`src/rtl/mem_port_arbiter_if.sv`:
```
// Bundles the fetch, data and memory-macro signals of the unified memory port arbiter.
// Latency: none, wires only.
// Backpressure: none; requesters hold req until their done pulse.
interface mem_port_arbiter_if #(
    parameter int ADDR_WIDTH = 32,
    parameter int DATA_WIDTH = 32
);
    // fetch requester
    logic                  if_req;
    logic [ADDR_WIDTH-1:0] if_addr;
    logic                  if_done;
    logic [DATA_WIDTH-1:0] if_rdata;

    // data requester
    logic                  d_req;
    logic                  d_we;
    logic [ADDR_WIDTH-1:0] d_addr;
    logic [DATA_WIDTH-1:0] d_wdata;
    logic                  d_done;
    logic [DATA_WIDTH-1:0] d_rdata;

    // memory macro
    logic                  mem_en;
    logic                  mem_we;
    logic [ADDR_WIDTH-1:0] mem_addr;
    logic [DATA_WIDTH-1:0] mem_wdata;
    logic [DATA_WIDTH-1:0] mem_rdata;

    logic                  busy;

    // environment side: requesters plus the memory read data return
    modport master (
        output if_req, if_addr,
        output d_req, d_we, d_addr, d_wdata,
        output mem_rdata,
        input  if_done, if_rdata, d_done, d_rdata,
        input  mem_en, mem_we, mem_addr, mem_wdata,
        input  busy
    );

    // arbiter side
    modport slave (
        input  if_req, if_addr,
        input  d_req, d_we, d_addr, d_wdata,
        input  mem_rdata,
        output if_done, if_rdata, d_done, d_rdata,
        output mem_en, mem_we, mem_addr, mem_wdata,
        output busy
    );
endinterface

```
`src/rtl/mem_port_arbiter.sv`:
```
// Shares one single-port memory between fetch and data requesters, round-robin on conflict.
// Latency: request seen in IDLE at cycle N -> done pulse at N + MEM_LATENCY + 2, fixed.
// Backpressure: one access outstanding; requests are only looked at in IDLE, losers keep req high.
module mem_port_arbiter #(
    parameter int ADDR_WIDTH  = 32,
    parameter int DATA_WIDTH  = 32,
    parameter int MEM_LATENCY = 2
) (
    input  logic               clk,
    input  logic               rst,
    mem_port_arbiter_if.slave  bus
);

    typedef enum logic [1:0] {
        IDLE  = 2'd0,
        ISSUE = 2'd1,
        WAIT  = 2'd2,
        DONE  = 2'd3
    } state_t;

    typedef enum logic {
        OWN_IF = 1'b0,
        OWN_D  = 1'b1
    } owner_t;

    // down-counter width covers the legal latency range 1..15
    localparam logic [3:0] LAT = 4'(MEM_LATENCY);

    state_t                state,       state_nxt;
    owner_t                owner,       owner_nxt;
    owner_t                last_gnt,    last_gnt_nxt;
    owner_t                owner_sel;
    logic [3:0]            cnt,         cnt_nxt;

    logic                  mem_en_q,    mem_en_nxt;
    logic                  mem_we_q,    mem_we_nxt;
    logic [ADDR_WIDTH-1:0] mem_addr_q,  mem_addr_nxt;
    logic [DATA_WIDTH-1:0] mem_wdata_q, mem_wdata_nxt;
    logic                  if_done_q,   if_done_nxt;
    logic                  d_done_q,    d_done_nxt;
    logic [DATA_WIDTH-1:0] if_rdata_q,  if_rdata_nxt;
    logic [DATA_WIDTH-1:0] d_rdata_q,   d_rdata_nxt;
    logic                  busy_q,      busy_nxt;

    // next state and next values of every registered output
    always_comb begin
        state_nxt     = state;
        owner_nxt     = owner;
        last_gnt_nxt  = last_gnt;
        owner_sel     = OWN_IF;
        cnt_nxt       = cnt;
        mem_en_nxt    = 1'b0;
        mem_we_nxt    = mem_we_q;
        mem_addr_nxt  = mem_addr_q;
        mem_wdata_nxt = mem_wdata_q;
        if_done_nxt   = 1'b0;
        d_done_nxt    = 1'b0;
        if_rdata_nxt  = if_rdata_q;
        d_rdata_nxt   = d_rdata_q;

        case (state)
            IDLE: begin
                if (bus.if_req || bus.d_req) begin
                    // on conflict the requester that did not win last time goes first
                    if (bus.if_req && bus.d_req) begin
                        owner_sel = (last_gnt == OWN_IF) ? OWN_D : OWN_IF;
                    end else if (bus.d_req) begin
                        owner_sel = OWN_D;
                    end else begin
                        owner_sel = OWN_IF;
                    end
                    owner_nxt    = owner_sel;
                    last_gnt_nxt = owner_sel;
                    mem_en_nxt   = 1'b1;
                    state_nxt    = ISSUE;
                    if (owner_sel == OWN_D) begin
                        mem_addr_nxt  = bus.d_addr;
                        mem_we_nxt    = bus.d_we;
                        mem_wdata_nxt = bus.d_wdata;
                    end else begin
                        // fetches never write; wdata keeps its previous value
                        mem_addr_nxt  = bus.if_addr;
                        mem_we_nxt    = 1'b0;
                    end
                end
            end
            ISSUE: begin
                cnt_nxt   = LAT;
                state_nxt = WAIT;
            end
            WAIT: begin
                cnt_nxt = cnt - 4'd1;
                if (cnt == 4'd1) begin
                    // read data is valid in this cycle; stores leave d_rdata alone
                    if (owner == OWN_IF) begin
                        if_rdata_nxt = bus.mem_rdata;
                        if_done_nxt  = 1'b1;
                    end else begin
                        if (!mem_we_q) begin
                            d_rdata_nxt = bus.mem_rdata;
                        end
                        d_done_nxt = 1'b1;
                    end
                    state_nxt = DONE;
                end
            end
            DONE: begin
                state_nxt = IDLE;
            end
            default: begin
                state_nxt = IDLE;
            end
        endcase

        busy_nxt = (state_nxt != IDLE);
    end

    // state and output registers; reset abandons any in-flight access without a done pulse
    always_ff @(posedge clk or posedge rst) begin
        if (rst) begin
            state       <= IDLE;
            owner       <= OWN_IF;
            last_gnt    <= OWN_IF;
            cnt         <= 4'd0;
            mem_en_q    <= 1'b0;
            mem_we_q    <= 1'b0;
            mem_addr_q  <= '0;
            mem_wdata_q <= '0;
            if_done_q   <= 1'b0;
            d_done_q    <= 1'b0;
            if_rdata_q  <= '0;
            d_rdata_q   <= '0;
            busy_q      <= 1'b0;
        end else begin
            state       <= state_nxt;
            owner       <= owner_nxt;
            last_gnt    <= last_gnt_nxt;
            cnt         <= cnt_nxt;
            mem_en_q    <= mem_en_nxt;
            mem_we_q    <= mem_we_nxt;
            mem_addr_q  <= mem_addr_nxt;
            mem_wdata_q <= mem_wdata_nxt;
            if_done_q   <= if_done_nxt;
            d_done_q    <= d_done_nxt;
            if_rdata_q  <= if_rdata_nxt;
            d_rdata_q   <= d_rdata_nxt;
            busy_q      <= busy_nxt;
        end
    end

    assign bus.mem_en    = mem_en_q;
    assign bus.mem_we    = mem_we_q;
    assign bus.mem_addr  = mem_addr_q;
    assign bus.mem_wdata = mem_wdata_q;
    assign bus.if_done   = if_done_q;
    assign bus.if_rdata  = if_rdata_q;
    assign bus.d_done    = d_done_q;
    assign bus.d_rdata   = d_rdata_q;
    assign bus.busy      = busy_q;

endmodule

```
`src/flat_wrapper.sv`:
```
// flat-port wrapper written by rule: the top's interface ports become plain ports
module mem_port_arbiter_flat 
#(
    parameter int ADDR_WIDTH  = 32,
    parameter int DATA_WIDTH  = 32,
    parameter int MEM_LATENCY = 2
)
  (clk, rst, bus_if_req, bus_if_addr, bus_d_req, bus_d_we, bus_d_addr, bus_d_wdata, bus_mem_rdata, bus_if_done, bus_if_rdata, bus_d_done, bus_d_rdata, bus_mem_en, bus_mem_we, bus_mem_addr, bus_mem_wdata, bus_busy);
  mem_port_arbiter_if #(.ADDR_WIDTH(ADDR_WIDTH), .DATA_WIDTH(DATA_WIDTH)) bus_i ();
  input  logic clk;
  input  logic rst;
  input wire logic [$bits(bus_i.if_req)-1:0] bus_if_req;
  input wire logic [$bits(bus_i.if_addr)-1:0] bus_if_addr;
  input wire logic [$bits(bus_i.d_req)-1:0] bus_d_req;
  input wire logic [$bits(bus_i.d_we)-1:0] bus_d_we;
  input wire logic [$bits(bus_i.d_addr)-1:0] bus_d_addr;
  input wire logic [$bits(bus_i.d_wdata)-1:0] bus_d_wdata;
  input wire logic [$bits(bus_i.mem_rdata)-1:0] bus_mem_rdata;
  output wire logic [$bits(bus_i.if_done)-1:0] bus_if_done;
  output wire logic [$bits(bus_i.if_rdata)-1:0] bus_if_rdata;
  output wire logic [$bits(bus_i.d_done)-1:0] bus_d_done;
  output wire logic [$bits(bus_i.d_rdata)-1:0] bus_d_rdata;
  output wire logic [$bits(bus_i.mem_en)-1:0] bus_mem_en;
  output wire logic [$bits(bus_i.mem_we)-1:0] bus_mem_we;
  output wire logic [$bits(bus_i.mem_addr)-1:0] bus_mem_addr;
  output wire logic [$bits(bus_i.mem_wdata)-1:0] bus_mem_wdata;
  output wire logic [$bits(bus_i.busy)-1:0] bus_busy;
  assign bus_i.if_req = bus_if_req;
  assign bus_i.if_addr = bus_if_addr;
  assign bus_i.d_req = bus_d_req;
  assign bus_i.d_we = bus_d_we;
  assign bus_i.d_addr = bus_d_addr;
  assign bus_i.d_wdata = bus_d_wdata;
  assign bus_i.mem_rdata = bus_mem_rdata;
  assign bus_if_done = bus_i.if_done;
  assign bus_if_rdata = bus_i.if_rdata;
  assign bus_d_done = bus_i.d_done;
  assign bus_d_rdata = bus_i.d_rdata;
  assign bus_mem_en = bus_i.mem_en;
  assign bus_mem_we = bus_i.mem_we;
  assign bus_mem_addr = bus_i.mem_addr;
  assign bus_mem_wdata = bus_i.mem_wdata;
  assign bus_busy = bus_i.busy;
  mem_port_arbiter #(.ADDR_WIDTH(ADDR_WIDTH), .DATA_WIDTH(DATA_WIDTH), .MEM_LATENCY(MEM_LATENCY)) u_core (.clk(clk), .rst(rst), .bus(bus_i));
endmodule
```
`config.mk`:
```
export PLATFORM = sky130hd
export DESIGN_NAME = mem_port_arbiter_flat
export DESIGN_NICKNAME = d
export VERILOG_FILES = /design/src/rtl/mem_port_arbiter_if.sv /design/src/rtl/mem_port_arbiter.sv /design/src/flat_wrapper.sv
export SDC_FILE = /design/constraint.sdc
export NUM_CORES = 1
export LEC_CHECK = 0
export BUFFER_PORTS_ARGS = -buffer_cell sky130_fd_sc_hd__buf_2
export CAP_MARGIN = 20
export CORE_MARGIN = 5
export CORE_UTILIZATION = 30
export DETAILED_ROUTE_END_ITERATION = 10
export REMOVE_ABC_BUFFERS = 1
export SYNTH_ARGS = -nofsm -noshare
export SYNTH_HDL_FRONTEND = slang
export SYNTH_SLANG_ARGS = --single-unit
```
`constraint.sdc`:
```
create_clock -name clk -period 7.3 [get_ports clk]
set_input_delay 0.73 -clock clk [delete_from_list [all_inputs] [get_ports clk]]
set_output_delay 0.73 -clock clk [all_outputs]
set_load 0.02 [all_outputs]
```
==> results.json <==
{
  "firstDrtPassIters": 4,
  "grt_pass1_vias": 4625,
  "cts_tree": "done",
  "period_share": 0.327,
  "status": "finished clean",
  "die_w_um": 148,
  "ant_nets": 0,
  "fin_worst_skew_ps": 12.9,
  "core_um2": 18800,
  "yosys.cell_types.count": 27,
  "worst_slew_pin_slew_ps": 1060,
  "cts_root_buf": "clkbuf_16",
  "ys_ff_latch": 140,
  "cts.sinks": 140,
  "arrival_ps": 2680,
  "synthCells": 428,
  "grtUsageMet3": 0.0594,
  "clk_pin_slew_ps": 70,
  "clockBufferDepth": 2,
  "critPathMaxStageDelay_ps": 920,
  "synth-seq-area-share": 0.611,
  "synth_top_area_cell": "dfrtp_1",
  "finalInstanceArea_um2": 7880,
  "die_area_um2": 22000,
  "max-vdd-ir-drop_mv": 0.200,
  "synthTopCellsByArea": "dfrtp_1 61%, mux2_2 12%, mux2_4 9.7%",
  "drc": 0,
  "wl_um": 15500,
  "worst-path-stages": 5,
  "slew_headroom": 0.290,
  "power.total_uw": 3960,
  "fmax_mhz": 419,
  "end_kind": "register",
  "ys.warnings.count": 0,
  "maxSlewViolCount": 0,
  "grt_usage": 0.141,
  "synth_top_area_frac": 0.611,
  "power_density_nw_per_um2": 503,
  "grt_max_degree": 84,
  "areaGrowthSynthToFinish_pct": 37.4,
  "core.rowCount": 50,
  "antenna_found_initial": 2,
  "worstSetupPathType": "register to register",
  "use_met1": 0.171,
  "vias": 4290,
  "start_util": 0.305,
  "setup_tns_ps": 0,
  "top_level_ports": 266,
  "globalplace.congestion": 0.728,
  "crit_chain": "inv_1 > ha_1 > nand3b_1 > or3_2 > mux2_4",
  "htree_levels": 4,
  "placed_area_um2": 7240,
  "synth_edf_count": 0,
  "place_inst": 909,
  "crit_fanout": 32,
  "grt_pass1_wl_um": 24600,
  "min_period_ps": 2390,
  "rsz0062_at_grt": "no",
  "worstPathRequired_ps": 7590,
  "num_antenna_cells": 0,
  "grt_overflow": 0,
  "cp-startpoint": "u_core.state[0]",
  "cpMaxStageDelayCell": "or3_2",
  "final_util": 0.420,
  "chipHeight_um": 148,
  "r2r-start": "u_core.state[0]",
  "drive_above_1_share": 0.573,
  "postCtsSetupBuffers": 0,
  "cts_hold_buf": 0,
  "leakage_uw": 0.00401,
  "finalNetCount": 832,
  "critPathLaunchType": "register",
  "nFillCells": 1818,
  "hold_class": "input pin to async pin",
  "viasPerCell": 4.56,
  "port_buffers": 265,
  "maxCapViolCount": 0,
  "critPathBufInv": 1,
  "synth_flop_cell": "dfrtp_1",
  "r2r_cells": 5,
  "hold_viol_final": 0,
  "hpwl_um": 11000,
  "drt_iter0_markers": 153,
  "synth_area_um2": 5730,
  "syn_area_per_cell_um2": 13.4,
  "wl_per_cell_um": 16.5,
  "cts_resized": 0,
  "fin_cells": 941,
  "setup_viol": 0,
  "grt.met2_usage": 0.230,
  "async_flop_share": 1.00,
  "crit_family": "simple AND/OR/NAND/NOR gates",
  "grt_busiest_layer": "met2",
  "cts_buffers": 17,
  "clk-insertion-delay-late_ps": 420
}
## registers in the layout, summed over array words and instances, names as in the netlist
signal                flops
u_core.bus.busy           1
u_core.bus.if_rdata      32
u_core.state              2
u_core.bus.d_done         1
u_core.bus.mem_wdata     32
u_core.cnt                4
u_core.bus.mem_en         1
u_core.bus.d_rdata       32
u_core.bus.if_done        1
u_core.last_gnt           1
u_core.bus.mem_addr      32
u_core.bus.mem_we         1
## layout by cell type (no fill, tap or decap), drive strengths merged, types with 4 or more instances in the layout
cell / n
a21oi: 64
buf: 270
bufinv: 4
clkbuf: 18
clkinv: 4
dfrtp: 140
ha: 5
inv: 14
mux2: 96
nand2: 36
nor2: 35
## report_power, final
| part | switching [uW] | total, uW | leakage (uW) | internal (uW) |
|---|---|---|---|---|
| Clock | 353 | 933 | 0.000312 | 580 |
| Combinational | 969 | 1660 | 0.00207 | 693 |
| Sequential | 202 | 1370 | 0.00163 | 1170 |
| Total | 1520 | 3960 | 0.00401 | 2440 |
## per-stage QoR
step / setup slack, ps / hold slack [ps]
final: 4910 / 457
after floorplan: 2820 / 504
after detailed placement: 4910 / 488
after global placement: 4950 / 484
after CTS: 4900 / 475
after global routing: 4760 / 510
## final timing paths
path                                                 end  slack [ps]
worst max-delay path              u_core.bus.d_rdata[24]        4910
worst min-delay path            u_core.bus.mem_wdata[28]         460
worst max register to register    u_core.bus.d_rdata[24]        4910
worst min register to register   u_core.bus.if_rdata[15]         500
max in group asynchronous       u_core.bus.mem_wdata[10]        5540
min in group clk                 u_core.bus.if_rdata[15]         500
## cell families after synthesis
| group | Yosys count | share of synthesized area |
|---|---|---|
| compound gates | 74 | 0.0692 |
| flops | 140 | 0.611 |
| buf+inv | 31 | 0.0360 |
| mux | 97 | 0.215 |
| fa+ha+maj | 5 | 0.0109 |
| simple gates | 81 | 0.0581 |
## cell usage after synthesis, drive strengths merged (2+ instances only)
| master | number |
|---|---|
| nand2b | 3 |
| inv | 8 |
| a31oi | 2 |
| or3 | 3 |
| o21ai | 3 |
| nand2 | 36 |
| nor2 | 35 |
| ha | 5 |
| mux2 | 96 |
| a21oi | 64 |
| clkbuf | 12 |
| dfrtp | 140 |
| buf | 11 |
## routing by layer
metal,part of all wire,routed length [um],vias up
met5,0.0016,25,-
met4,0.016,249,4
met3,0.094,1460,23
met2,0.47,7270,187
met1,0.42,6520,2068
li1,-,-,2008
## layout make-up
class | count | area, um^2 | share of cell area
clock inverters | 14 | 203 | 0.0257
multi-input cells | 257 | 2030 | 0.258
clock buffers | 18 | 429 | 0.0545
repair buffers | 270 | 1380 | 0.176
well taps | 234 | 293 | 0.0372
flip-flops and latches | 140 | 3500 | 0.445
inverters | 8 | 35.0 | 0.00445
Power figures use the tool's default switching activity.
